### src/rtl/mem_req_pkg.sv
// -----------------------------------------------------------------------------
// mem_req_pkg
// Shared types and helpers for the memory request front end (mem_request_unit).
//   state_e         : request FSM states
//   kind_e          : kind of the access in flight (instruction fetch, load, store)
//   RAM_LAT_DEFAULT : default ram read latency in cycles
//   addr_legal()    : word-aligned and inside the ram's word-address window
// -----------------------------------------------------------------------------
package mem_req_pkg;

  typedef enum logic [1:0] {
    IDLE   = 2'd0,
    ACCESS = 2'd1,
    WAIT   = 2'd2,
    RESP   = 2'd3
  } state_e;

  typedef enum logic [1:0] {
    FETCH = 2'd0,
    LOAD  = 2'd1,
    STORE = 2'd2
  } kind_e;

  localparam int RAM_LAT_DEFAULT = 1;

  // A byte address is usable only when it is word aligned and every bit above
  // the ram's word-address field is zero.
  function automatic logic addr_legal(input logic [31:0] addr,
                                      input int unsigned addr_w);
    logic [31:0] hi;
    hi = addr >> (addr_w + 32'd2);
    return (addr[1:0] == 2'b00) && (hi == 32'd0);
  endfunction

endpackage

### src/rtl/mem_request_unit.sv
// -----------------------------------------------------------------------------
// mem_request_unit
// Initiator-side front end for the shared instruction/data ram. It arbitrates
// one instruction-fetch and one load/store request (data first), drives the ram
// pins, waits out the ram read latency and returns the result with a one-cycle
// done pulse. The core is stalled while its request is outstanding.
//
// Parameters
//   ADDR_W  : ram word-address width
//   RAM_LAT : cycles from strobe to valid ram read data (1..7)
// Ports
//   clk, nRst                      : clock, synchronous active-high reset
//   fetch_req, pc                  : instruction fetch request and byte address
//   d_read_req, d_write_req        : load / store request
//   d_addr, d_wdata                : load/store byte address and store data
//   instr, instr_valid, instr_err  : fetch result, done pulse, error flag
//   d_rdata, d_done, d_err         : load result, done pulse, error flag
//   stall                          : freeze core while a request is pending
//   address_IM, address_DM         : ram instruction / data word address
//   read_enable, write_enable      : ram strobes
//   data_in                        : ram write data
//   data_out, instr_out            : ram data / instruction read ports
//   pc_enable                      : ram ready, strobes are held while low
// -----------------------------------------------------------------------------
module mem_request_unit
  import mem_req_pkg::*;
#(
  parameter int ADDR_W  = 5,
  parameter int RAM_LAT = RAM_LAT_DEFAULT
) (
  input  logic              clk,
  input  logic              nRst,
  input  logic              fetch_req,
  input  logic [31:0]       pc,
  input  logic              d_read_req,
  input  logic              d_write_req,
  input  logic [31:0]       d_addr,
  input  logic [31:0]       d_wdata,
  output logic [31:0]       instr,
  output logic              instr_valid,
  output logic              instr_err,
  output logic [31:0]       d_rdata,
  output logic              d_done,
  output logic              d_err,
  output logic              stall,
  output logic [ADDR_W-1:0] address_IM,
  output logic [ADDR_W-1:0] address_DM,
  output logic              read_enable,
  output logic              write_enable,
  output logic [31:0]       data_in,
  input  logic [31:0]       data_out,
  input  logic [31:0]       instr_out,
  input  logic              pc_enable
);

  state_e              state_q, state_d;
  kind_e               kind_q, kind_d;
  logic                err_q, err_d;
  logic [2:0]          cnt_q, cnt_d;
  logic [31:0]         instr_q, instr_d;
  logic [31:0]         rdata_q, rdata_d;
  logic [ADDR_W-1:0]   addr_im_q, addr_im_d;
  logic [ADDR_W-1:0]   addr_dm_q, addr_dm_d;
  logic [31:0]         wdata_q, wdata_d;

  logic                any_req;
  logic                data_req;
  kind_e               req_kind;
  logic [31:0]         req_addr;
  logic                req_legal;
  logic [ADDR_W-1:0]   req_word;

  // Arbitration: store beats load, any data access beats a fetch.
  always_comb begin
    any_req   = fetch_req | d_read_req | d_write_req;
    data_req  = d_read_req | d_write_req;
    req_kind  = FETCH;
    if (d_write_req) begin
      req_kind = STORE;
    end else if (d_read_req) begin
      req_kind = LOAD;
    end
    req_addr  = data_req ? d_addr : pc;
    req_legal = addr_legal(req_addr, ADDR_W);
    req_word  = req_addr[ADDR_W+1:2];
  end

  always_comb begin
    state_d   = state_q;
    kind_d    = kind_q;
    err_d     = err_q;
    cnt_d     = cnt_q;
    instr_d   = instr_q;
    rdata_d   = rdata_q;
    addr_im_d = addr_im_q;
    addr_dm_d = addr_dm_q;
    wdata_d   = wdata_q;
    case (state_q)
      IDLE: begin
        if (any_req) begin
          kind_d  = req_kind;
          wdata_d = d_wdata;
          err_d   = !req_legal;
          if (req_legal) begin
            state_d = ACCESS;
            if (req_kind == FETCH) begin
              addr_im_d = req_word;
            end else begin
              addr_dm_d = req_word;
            end
          end else begin
            // Illegal address: never touch the ram, answer with zero data.
            state_d = RESP;
            if (req_kind == FETCH) begin
              instr_d = '0;
            end else begin
              rdata_d = '0;
            end
          end
        end
      end
      ACCESS: begin
        if (pc_enable) begin
          state_d = WAIT;
          cnt_d   = 3'(RAM_LAT - 1);
        end
      end
      WAIT: begin
        if (cnt_q == 3'd0) begin
          state_d = RESP;
          case (kind_q)
            FETCH:   instr_d = instr_out;
            LOAD:    rdata_d = data_out;
            default: rdata_d = '0;
          endcase
        end else begin
          cnt_d = cnt_q - 3'd1;
        end
      end
      RESP: begin
        // Requests are not sampled here so the core can retire/replace them.
        state_d = IDLE;
      end
      default: state_d = IDLE;
    endcase
  end

  always_ff @(posedge clk) begin
    if (nRst) begin
      state_q   <= IDLE;
      kind_q    <= FETCH;
      err_q     <= 1'b0;
      cnt_q     <= 3'd0;
      instr_q   <= '0;
      rdata_q   <= '0;
      addr_im_q <= '0;
      addr_dm_q <= '0;
    end else begin
      state_q   <= state_d;
      kind_q    <= kind_d;
      err_q     <= err_d;
      cnt_q     <= cnt_d;
      instr_q   <= instr_d;
      rdata_q   <= rdata_d;
      addr_im_q <= addr_im_d;
      addr_dm_q <= addr_dm_d;
    end
  end

  // Store data only reaches the pins through the ACCESS-gated data_in mux.
  always_ff @(posedge clk) begin
    wdata_q <= wdata_d;
  end

  always_comb begin
    read_enable  = (state_q == ACCESS) && (kind_q != STORE);
    write_enable = (state_q == ACCESS) && (kind_q == STORE);
    data_in      = write_enable ? wdata_q : '0;
    address_IM   = addr_im_q;
    address_DM   = addr_dm_q;
    instr        = instr_q;
    d_rdata      = rdata_q;
    instr_valid  = (state_q == RESP) && (kind_q == FETCH);
    instr_err    = instr_valid && err_q;
    d_done       = (state_q == RESP) && (kind_q != FETCH);
    d_err        = d_done && err_q;
    // Reset keeps stall low even if the core is already requesting.
    stall        = any_req && (state_q != RESP) && !nRst;
  end

endmodule

### config.mk
export PLATFORM = sky130hd
export DESIGN_NAME = mem_request_unit
export DESIGN_NICKNAME = d
export VERILOG_FILES = /design/src/rtl/mem_req_pkg.sv /design/src/rtl/mem_request_unit.sv
export SDC_FILE = /design/constraint.sdc
export NUM_CORES = 1
export LEC_CHECK = 0
export CAP_MARGIN = 10
export CELL_PAD_IN_SITES_DETAIL_PLACEMENT = 0
export CELL_PAD_IN_SITES_GLOBAL_PLACEMENT = 1
export CORE_ASPECT_RATIO = 1.25
export CORE_UTILIZATION = 31
export DETAILED_ROUTE_END_ITERATION = 8
export PLACE_DENSITY_LB_ADDON = 0.1
export SLEW_MARGIN = 20
export SYNTH_ARGS = -nofsm -noshare
export SYNTH_HDL_FRONTEND = slang
export SYNTH_SLANG_ARGS = --single-unit
export TNS_END_PERCENT = 100
### constraint.sdc
create_clock -name clk -period 3.5 [get_ports clk]
set_input_delay 0.35 -clock clk [delete_from_list [all_inputs] [get_ports clk]]
set_output_delay 0.35 -clock clk [all_outputs]
set_load 0.05 [all_outputs]
# Yosys cells after proc, flatten, opt, wreduce, memory -nomap -nowiden
# Cells that the tools add are included.
# totals
wordCells,81
n_memories,0
regBits,114
rom_bits,0
latchBits,0
in_bits,166
ram_bits,0
out_inout_bits,113
# op_classes
n_mul,0
mux,24
n_lt_le_gt_ge,0
div_mod_pow,0
n_reduce_logical,27
shift,0
n_bitwise,4
eq_ne,16
n_addsub,1
# op_table
operator,count
$mux 32,11
$pmux 32 s2,3
$logic_not 32->1,1
$ne 2x2->1 const B,11
$reduce_and 6->1,2
$mux 2,5
$logic_and 1x1->1,9
$logic_not 2->1,4
$pmux 2 s4,1
$reduce_and 4->1,2
$eq 2x2->1 const B,3
$mux 3,2
$pmux 3 s2,1
$reduce_and 3->1,2
$reduce_bool 2->1,3
$eq 2x1->1 const B,2
$logic_not 3->1,1
$or 1x1->1,3
$sub 3x1->3 const B,1
$logic_not 1->1,2
$reduce_and 2->1,1
$mux 1,1
$not 1->1,1

# Longest topological paths before layout
# logic_depth
word_depth,7
ltp_mapped,9
depth_no_buf,7

# Least setup slack after synthesis
# No wires, ideal clock.
# synth_timing
kind,in2out
startpoint,input nRst
endpoint,output stall
slack_ns,1.161
arrival_ns,1.989
required_ns,3.150
n_path_buf,3
stages,4
cell_sequence,clkbuf_1 > clkbuf_1 > clkbuf_1 > nor3_1
# synth_via
elab_chain_cells,2
# synth_lines
element,line,text
"start, declared",mem_request_unit.sv:32,"input logic nRst,"
$logic_not 1->1,mem_request_unit.sv:188,stall = any_req && (state_q != RESP) && !nRst;
$logic_and 1x1->1,mem_request_unit.sv:188,
"end, declared",mem_request_unit.sv:45,"output logic stall,"
# Every way passes these cells.

# Worst setup path after layout
# layout_timing
startpoint,register state_q[1]
endpoint,output data_in[17]
# layout_via
elab_chain_cells,3
# layout_lines
element,line,text
"start, declared",mem_request_unit.sv:56,"state_e state_q, state_d;"
"start signal, assigned",mem_request_unit.sv:159,state_q <= state_d;
$eq 2x1->1,mem_request_unit.sv:177,write_enable = (state_q == ACCESS) && (kind_q == STORE);
$logic_and 1x1->1,mem_request_unit.sv:177,
$mux 32,mem_request_unit.sv:178,data_in = write_enable ? wdata_q : '0;
"end, declared",mem_request_unit.sv:50,"output logic [31:0] data_in,"
# Every way passes these cells.

==> out/qor.yml <==
outcome: "complete, no violations"
finClkSkew_ns: 0.00549
grt_usage: 0.182
synth_nets: 672
yosysWarnings: 0
worstPathRequired_ns: 3.15
ys_top_cells_by_area: "dfxtp_1 31%, edfxtp_1 18%, mux2i_1 14%"
power_leakage_nw: 3.14
syn_area_per_cell_um2: 10.5
drive_gt1_frac: 0.0661
cts_resized: 0
ir_drop_mv: 0.376
p_sw_mw: 1.80
drc: 0
clk_latency_ns: 0.41
syn-instance-count: 500
area_growth_pct: 67.4
end_kind: "primary output"
synth_compound_area_frac: 0.0460
hold_path_class: "register to register"
hold_viol: 0
synth_seq_cells: 114
ys_seq_area_frac: 0.496
hpwl_um: 11500
finalNonFillerCells: 1004
ant_nets: 0
p_per_area_nw_per_um2: 599
cp-endpoint: "data_in[17]"
synth_edf_count: 32
numCtsBuffers: 17
post-cts-setup-buffers: 0
slew_headroom: 0.423
crit_arrival_ns: 2.48
wire_per_inst_um: 15.6
synthTopCellsByCount: "82 x dfxtp_1, 75 x mux2i_1, 66 x nand2b_1"
grt_pass1_wl_um: 24400
yosysMostFrequentCell: "dfxtp_1"
grt_max_degree: 108
max_freq_ghz: 0.353
layout.nets: 946
synth_top_family_by_area: "simple AND/OR/NAND/NOR gates"
viasPerCell: 4.51
placed_cells: 971
power_frac_clock: 0.315
yosysTopAreaCell: "dfxtp_1"
fin_setup_tns_ns: 0
setup_violations: 0
fillers: 1498
routed-via-count: 4528
worstReg2RegEnd: "d_rdata[26]$_SDFFE_PP0P_"
muxShareOfSynthArea: 0.143
rsz0062_at_grt: "no"
swShare: 0.341
rr_startpoint: "state_q[0]$_SDFFE_PP0P_"
core_area_um2: 16400
gr-total-overflow: 0
antenna_found_initial: 1
critical_path.max_fanout: 33
htreeDepth: 4
finalPower_mw: 5.27
cap_violations: 0
synth-xor-area-share: 0
grt_pass1_vias: 4670
row_count: 52
routed_wl_um: 15700
dpl_cell_area_um2: 8210
die_area_um2: 17500
worst_pin_slew_ns: 0.863
clock-sinks: 114
ctsRootBufferMaster: "clkbuf_16"
r2r.worst_path.cells: 7
slew_viol_final: 0
crit_start: "state_q[1]$_SDFFE_PP0P_"
start_util: 0.320
p_comb_frac: 0.363
clkTransAtPathRegs_ns: 0.05
drt_pass1_iterations: 4
critical_path_class: "register to primary output"
clockBufferDepth: 2
port_buffers: 278
dieHeight_um: 147
crit_path_start_kind: "register"
seqPwrFrac: 0.321
cts_tree: "yes"
drt_iter0_drc: 235
ys.flop_type: "dfxtp_1"
io_pins: 279
period_minus_slack_ns: 2.83
hold_slack_ns: 0.468
r2r_slack_ns: 0.94
globalplace.congestion: 0.877
die_x_um: 118
design_area_um2: 8790
p_int_mw: 3.47
finalCritPeriodShare: 0.809
ctsHoldBuffers: 0
synthesis.area_um2: 5250
synth_cell_types: 46
synth-simple-area-share: 0.265
synth-async-reset-ratio: 0
synthAdderAreaFrac: 0.0143
post-synth-top-area-fraction: 0.313
## logic make-up (layout without fill, tap and decap cells)
| group | Yosys count | in the layout |
|---|---|---|
| AOI/OAI and AO/OA | 27 | 27 |
| adders and majority gates | 6 | 6 |
| buffers and inverters | 38 | 325 |
| DFF | 114 | 114 |
| muxes | 75 | 75 |
| other | 0 | 1 |
| and+or+nand+nor | 240 | 240 |
## worst min-delay path by stage
stage	start	to	depth (start not counted)
floorplan	d_wdata[0]	wdata_q[0]$_DFFE_PP_	0
global route	d_wdata[3]	wdata_q[3]$_DFFE_PP_	1
global placement	d_rdata[8]$_SDFFE_PP0P_	d_rdata[8]$_SDFFE_PP0P_	2
CTS	nRst	instr[8]$_SDFFE_PP0P_	5
finish	d_rdata[24]$_SDFFE_PP0P_	d_rdata[24]$_SDFFE_PP0P_	2
detailed placement	d_rdata[24]$_SDFFE_PP0P_	d_rdata[24]$_SDFFE_PP0P_	2
## power by group through the flow
stage	logic (mW)	registers, mW	clock network (mW)
2_1_floorplan	1.15	1.92	0
3_3_place_gp	1.92	1.71	0
3_5_place_dp	1.93	1.72	0
4_1_cts	1.94	1.69	1.71
5_1_grt	2.04	1.72	1.78
6_report	1.91	1.69	1.66
## area by class of cell
type	instances	area [um2]	share of cell area
Tap cell	216	270	0.0308
Sequential cell	114	2600	0.296
Timing Repair Buffer	286	2840	0.323
Inverter	7	26.3	0.00299
Clock buffer	24	503	0.0572
Antenna cell	1	2.50	0.000285
Multi-Input combinational cell	348	2470	0.281
Clock inverter	8	75.1	0.00854
## sequential cells by signal (all words and copies together) (netlist names)
register,count
d_rdata,32
instr,32
wdata_q,32
address_DM,5
address_IM,5
cnt_q,3
kind_q,2
state_q,2
err_q,1
## metrics by stage
stage	util	setup slack, ns
after global placement	0.501	0.516
after global routing	0.536	0.474
after CTS	0.536	0.619
after detailed placement	0.501	0.437
final	0.536	0.670
after floorplan	-	1.16
## placed cells by master (no fill, tap or decap), types with 2 or more instances in the layout
master	Yosys	layout
clkdlybuf4s50_1	0	277
dfxtp_1	82	82
mux2i_1	75	75
nand2b_1	66	66
nand2_1	61	61
and2_1	33	33
edfxtp_1	32	32
nand3b_1	25	25
nor2_1	20	20
clkbuf_16	0	18
nor4_1	9	9
buf_4	4	8
inv_1	7	7
a21oi_1	7	7
nor2b_1	6	6
ha_1	6	6
nor3_1	5	5
o21ai_0	4	4
clkinv_2	0	3
clkbuf_1	21	3
clkbuf_8	0	3
nor4_4	2	2
a2111oi_4	2	2
a22oi_1	2	2
a211oi_1	2	2
clkinvlp_4	0	2
## per-layer routing
| metal | wire length (um) | GRT usage | share of wire |
|---|---|---|---|
| met1 | 6460 | 0.202 | 0.41 |
| met2 | 7700 | 0.311 | 0.49 |
| met3 | 1060 | 0.0602 | 0.068 |
| met4 | 428 | 0.0873 | 0.027 |
| met5 | 0 | 0 | 0 |
## critical path: stages, from the launching register on
cell and delay, ns:
dfxtp_1 0.34, inv_1 0.09, ha_1 0.23, and3_1 0.18, buf_4 0.26, and2_1 0.17
clkdlybuf4s50_1 0.82
Power figures use the tool's default switching activity.
